### src/rtl/fixed_latency_stream_wrap.sv
// Valid/ready wrapper around a free-running fixed-latency core: credit-based admission,
// a valid/sideband tracking pipe that mirrors the core latency, and a show-ahead output FIFO.
module fixed_latency_stream_wrap #(
  parameter int unsigned LATENCY    = 6,
  parameter int unsigned LANES      = 1,
  parameter int unsigned IN_W       = 21,
  parameter int unsigned OUT_W      = 32,
  parameter int unsigned SB_W       = 2,
  parameter int unsigned FIFO_DEPTH = 8
) (
  input  logic                             clk,
  input  logic                             rst,
  input  logic                             snk_valid,
  output logic                             snk_ready,
  input  logic [LANES*IN_W-1:0]            snk_data,
  input  logic [SB_W-1:0]                  snk_sb,
  input  logic                             src_ready,
  output logic                             src_valid,
  output logic [LANES*OUT_W-1:0]           src_data,
  output logic [SB_W-1:0]                  src_sb,
  output logic [LANES*IN_W-1:0]            core_data,
  output logic                             core_in_valid,
  input  logic [LANES*OUT_W-1:0]           core_result,
  output logic                             core_clk_en,
  output logic                             core_rst,
  output logic [$clog2(FIFO_DEPTH+1)-1:0]  credits_used
);

  localparam int unsigned CW = $clog2(FIFO_DEPTH + 1);
  localparam int unsigned PW = (FIFO_DEPTH > 1) ? $clog2(FIFO_DEPTH) : 1;
  localparam int unsigned DW = LANES * OUT_W;
  localparam logic [CW-1:0] DEPTH_C  = CW'(FIFO_DEPTH);
  localparam logic [PW-1:0] LAST_PTR = PW'(FIFO_DEPTH - 1);

  logic          accept;
  logic          pop;
  logic          wr_en;
  logic [CW-1:0] credits_q, credits_d;
  logic [CW-1:0] count_q, count_d;
  logic [PW-1:0] wptr_q, wptr_d;
  logic [PW-1:0] rptr_q, rptr_d;

  logic [LATENCY-1:0] trk_vld_q;
  logic [SB_W-1:0]    trk_sb_q   [LATENCY];
  logic [DW-1:0]      mem_data_q [FIFO_DEPTH];
  logic [SB_W-1:0]    mem_sb_q   [FIFO_DEPTH];

  // Ready depends only on the credit register (and reset), never on src_ready.
  assign snk_ready     = !rst && (credits_q < DEPTH_C);
  assign accept        = snk_valid && snk_ready;
  assign src_valid     = (count_q != '0);
  assign pop           = src_valid && src_ready;
  assign wr_en         = trk_vld_q[LATENCY-1];

  assign core_data     = snk_data;
  assign core_in_valid = accept;
  assign core_clk_en   = 1'b1;
  assign core_rst      = rst;
  assign credits_used  = credits_q;

  assign src_data      = mem_data_q[rptr_q];
  assign src_sb        = mem_sb_q[rptr_q];

  always_comb begin
    credits_d = credits_q;
    if (accept && !pop) begin
      credits_d = credits_q + CW'(1);
    end else if (!accept && pop) begin
      credits_d = credits_q - CW'(1);
    end
  end

  always_comb begin
    wptr_d  = wptr_q;
    rptr_d  = rptr_q;
    count_d = count_q;
    if (wr_en) begin
      wptr_d = (wptr_q == LAST_PTR) ? '0 : wptr_q + PW'(1);
    end
    if (pop) begin
      rptr_d = (rptr_q == LAST_PTR) ? '0 : rptr_q + PW'(1);
    end
    if (wr_en && !pop) begin
      count_d = count_q + CW'(1);
    end else if (!wr_en && pop) begin
      count_d = count_q - CW'(1);
    end
  end

  always_ff @(posedge clk) begin
    if (rst) begin
      credits_q <= '0;
      count_q   <= '0;
      wptr_q    <= '0;
      rptr_q    <= '0;
      trk_vld_q <= '0;
    end else begin
      credits_q    <= credits_d;
      count_q      <= count_d;
      wptr_q       <= wptr_d;
      rptr_q       <= rptr_d;
      trk_vld_q[0] <= accept;
      for (int unsigned i = 1; i < LATENCY; i++) begin
        trk_vld_q[i] <= trk_vld_q[i-1];
      end
    end
  end

  // Sideband and payload storage carry no reset; they are only observed under a valid.
  always_ff @(posedge clk) begin
    trk_sb_q[0] <= snk_sb;
    for (int unsigned i = 1; i < LATENCY; i++) begin
      trk_sb_q[i] <= trk_sb_q[i-1];
    end
    if (wr_en) begin
      mem_data_q[wptr_q] <= core_result;
      mem_sb_q[wptr_q]   <= trk_sb_q[LATENCY-1];
    end
  end

endmodule

### config.mk
export PLATFORM = sky130hd
export DESIGN_NAME = fixed_latency_stream_wrap
export DESIGN_NICKNAME = d
export VERILOG_FILES = /design/src/rtl/fixed_latency_stream_wrap.sv
export SDC_FILE = /design/constraint.sdc
export NUM_CORES = 1
export LEC_CHECK = 0
export CAP_MARGIN = 0
export CORE_MARGIN = 3
export CORE_UTILIZATION = 45
export CTS_BUF_LIST = sky130_fd_sc_hd__clkbuf_8
export DETAILED_ROUTE_END_ITERATION = 6
export PLACE_DENSITY = 0.66
export SYNTH_ARGS = -nofsm -noshare
export SYNTH_HDL_FRONTEND = slang
export SYNTH_SLANG_ARGS = --single-unit
### constraint.sdc
create_clock -name clk -period 4.5 [get_ports clk]
set_clock_uncertainty 0.05 [all_clocks]
set_input_delay 0.9 -clock clk [delete_from_list [all_inputs] [get_ports clk]]
set_output_delay 0.9 -clock clk [all_outputs]
set_load 0.005 [all_outputs]
==> flow_summary.json <==
{
  "status": "finished clean",
  "cts_tree": "done",
  "drive_gt1_share_pct": 25.8,
  "cts_setup_buffers": 0,
  "syn_nets": 613,
  "ant_nets": 0,
  "tns_ns": 0,
  "viasPerCell": 5.31,
  "r2r-end": "count_q[3]$_SDFFE_PP0P_",
  "required_ns": 3.55,
  "p_per_area_mw_per_mm2": 467,
  "yosysTopAreaCellShare_pct": 69.2,
  "wire_per_inst_um": 21.5,
  "core_mm2": 0.0255,
  "gr-total-overflow": 0,
  "path_max_fanout": 21,
  "dieArea_mm2": 0.0282,
  "slowest_delay_ns": 0.61,
  "finalMaxSlewViolations": 0,
  "reg2reg_depth": 9,
  "final_nets": 708,
  "worstSetupPathType": "reg -> out",
  "tightest_slew_ns": 1.05,
  "num_vias": 5338,
  "drt_iter0_drc": 392,
  "grtUsageTotal_pct": 15.7,
  "switching_share_pct": 23.4,
  "start_util_pct": 46.3,
  "end_kind": "output port",
  "fin_crit_sh_pct": 84.7,
  "grt_pass1_vias": 5924,
  "hold_path.startpoint": "trk_sb_q[1][1]$_DFF_P_",
  "root_buffer": "clkbuf_8",
  "synth_cell_types": 33,
  "ff2ff_setup_slack_ns": 1.65,
  "cts_hold_buf": 0,
  "synth-seq-cells": 307,
  "clkSinkCount": 307,
  "grt_max_degree": 69,
  "io_buffers": 79,
  "die_x_um": 168,
  "ys_top_cells_by_area": "edfxtp_1, mux4_2, dfxtp_1",
  "cap_viol_max_count": 0,
  "yosysSeqAreaShare_pct": 75.2,
  "num_rows": 58,
  "grt_pass1_wl_mm": 34.0,
  "htree_levels": 2,
  "drt_wl_total_mm": 21.6,
  "drc": 0,
  "combPwrFrac_pct": 16.8,
  "gp_congestion": 0.695,
  "r2r-start": "count_q[0]$_SDFFE_PP0P_",
  "worstPathCellList": "buf_4, mux4_1, mux2_4, clkdlybuf4s50_1",
  "p_int_mw": 4.90,
  "cpMaxStageDelayCell": "mux4_1",
  "post-route-util_pct": 53.8,
  "yosys.area.top_type": "edfxtp_1",
  "arrival_ns": 2.86,
  "ys_warn_count": 0,
  "dr.pass1.iters": 4,
  "holdCritPathClass": "reg -> reg",
  "area_delta_synth_final_pct": 16.1,
  "clk_pin_slew_ns": 0.05,
  "grt_setup_unrepaired": "false",
  "clk_latency_ns": 0.55,
  "max_slew_margin_pct": 29.9,
  "power_switching_mw": 1.50,
  "cts_resized": 0,
  "timing.critical_path.to": "src_data[12]",
  "period_minus_slack_ns": 3.81,
  "ir_worst_vdd_uv": 227,
  "power_frac_seq_pct": 50.8,
  "fmax_mhz": 262,
  "startpoint_type": "register",
  "power_frac_clock_pct": 32.4,
  "avgSynthCellArea_um2": 21.8,
  "hpwlAfterDp_mm": 12.4,
  "cts_buffers": 49,
  "cts.path.max_buffers": 3,
  "synthCells": 542,
  "die_h_um": 168,
  "synth_area_mm2": 0.0118,
  "antenna_found_initial": 0,
  "finalHoldViolCount": 0,
  "power.leakage_nw": 4.45,
  "pin_count": 123,
  "antenna_cells": 0,
  "setup_viol": 0
}
-- final cells by class --
| class | count | area (um2) |
|---|---|---|
| Multi-Input combinational cell | 185 | 2640 |
| Inverter | 3 | 11.3 |
| Sequential cell | 307 | 8880 |
| Tap cell | 330 | 413 |
| Clock inverter | 37 | 149 |
| Fill cell | 1933 | 11800 |
| Timing Repair Buffer | 91 | 893 |
| Clock buffer | 52 | 716 |
-- power by group through the flow --
| stage | Clock [mW] | Sequential, mW | Combinational (mW) |
|---|---|---|---|
| after floorplan | 0 | 3.23 | 0.808 |
| after global placement | 0 | 3.31 | 1.07 |
| after detailed placement | 0 | 3.31 | 1.09 |
| after global routing | 2.28 | 3.26 | 1.17 |
| final | 2.07 | 3.25 | 1.07 |
| after CTS | 2.13 | 3.26 | 1.10 |
-- through the flow --
step / hold WS [ns] / std cells / area (um2) / power [mW] / setup WS (ns)
after floorplan: 0.260 / 542 / 11800 / 4.04 / 1.08
after global placement: 0.265 / 916 / 12800 / 4.38 / 1.11
after detailed placement: 0.263 / 916 / 12800 / 4.41 / 1.03
after CTS: 0.277 / 1005 / 13700 / 6.48 / 0.592
after global routing: 0.287 / 1005 / 13700 / 6.72 / 0.515
final: 0.274 / 1005 / 13700 / 6.39 / 0.690
-- per-layer routing --
metal	routed length, um	GRT usage (%)	part of all wire [%]	up-vias
met5	0	0	0	-
met1	8820	20.8	41	2732
li1	-	-	-	2371
met4	430	4.77	2.0	0
met3	1610	3.92	7.4	53
met2	10800	25.9	50	182
-- how the worst min path moves through the flow --
stage                        endpoint  slack [ns]  depth (start not counted)
6_report       trk_sb_q[2][1]$_DFF_P_        0.27                          0
2_1_floorplan  trk_sb_q[1][0]$_DFF_P_        0.26                          0
3_3_place_gp   trk_sb_q[1][0]$_DFF_P_        0.26                          0
4_1_cts        trk_sb_q[2][1]$_DFF_P_        0.28                          0
5_1_grt        trk_sb_q[2][1]$_DFF_P_        0.29                          0
3_5_place_dp   trk_sb_q[2][1]$_DFF_P_        0.26                          0
-- critical path: cells and delay by family, from the launching register on --
kind | cells | cell delay (ns)
flip-flops | 1 | 0.50
buffers and inverters | 2 | 0.90
multiplexers | 2 | 0.88
-- layout by cell type (no fill, tap or decap), types with 2 or more instances in the layout --
master / synthesis / routed
ha_1: 10 / 10
fa_1: 2 / 2
dfxtp_1: 35 / 32
and2_1: 2 / 2
nor3_2: 0 / 2
xor2_1: 2 / 2
nor2b_1: 7 / 7
buf_4: 23 / 11
clkdlybuf4s50_1: 0 / 79
nand2b_1: 3 / 3
inv_1: 3 / 24
clkinv_1: 0 / 10
mux2_4: 20 / 20
clkinv_2: 0 / 5
mux2i_1: 4 / 4
nor2_1: 22 / 16
mux4_2: 59 / 59
nor2_4: 0 / 6
mux4_1: 9 / 9
mux2_2: 14 / 14
mux2_1: 2 / 2
a31oi_1: 2 / 2
a211oi_1: 2 / 2
edfxtp_1: 272 / 272
a21oi_1: 8 / 8
clkbuf_8: 0 / 52
nand3_1: 3 / 3
dfxtp_4: 0 / 2
nand2_1: 6 / 6
xnor2_1: 2 / 2
-- synth_stat cells, drive strengths merged --
master and number:
fa 2, dfxtp 35, nand4b 1, edfxtp 272, nand2 6, nor2b 7, nand2b 3, conb 1
xnor2 2, nand3 3, nor2 22, nor3 2, inv 3, mux2 36, xor2 2, a31oi 2
a211oi 2, mux4 68, clkbuf 13, mux2i 4, and2 2, or3 1, ha 10, or4 1
buf 34, a21oi 8
-- logic make-up (layout without fill, tap and decap cells) --
kind of cell | count (synthesis) | count (layout) | synth area share [%]
DFF | 307 | 307 | 75.2
muxes | 108 | 108 | 17.7
buffers and inverters | 50 | 183 | 2.91
and+or+nand+nor | 48 | 48 | 1.93
adders and majority gates | 12 | 12 | 1.40
AOI/OAI and AO/OA | 12 | 12 | 0.573
xor gates and xnor gates | 4 | 4 | 0.297
other | 1 | 1 | 0.0318
-- state kept, by name, summed over array words and instances (netlist names), named ones only --
signal,cells
mem_data_q,256
mem_sb_q,16
trk_sb_q,12
trk_vld_q,6
count_q,4
credits_used,4
rptr_q,3
wptr_q,3
No activity file was read; power rests on OpenSTA's default activity.
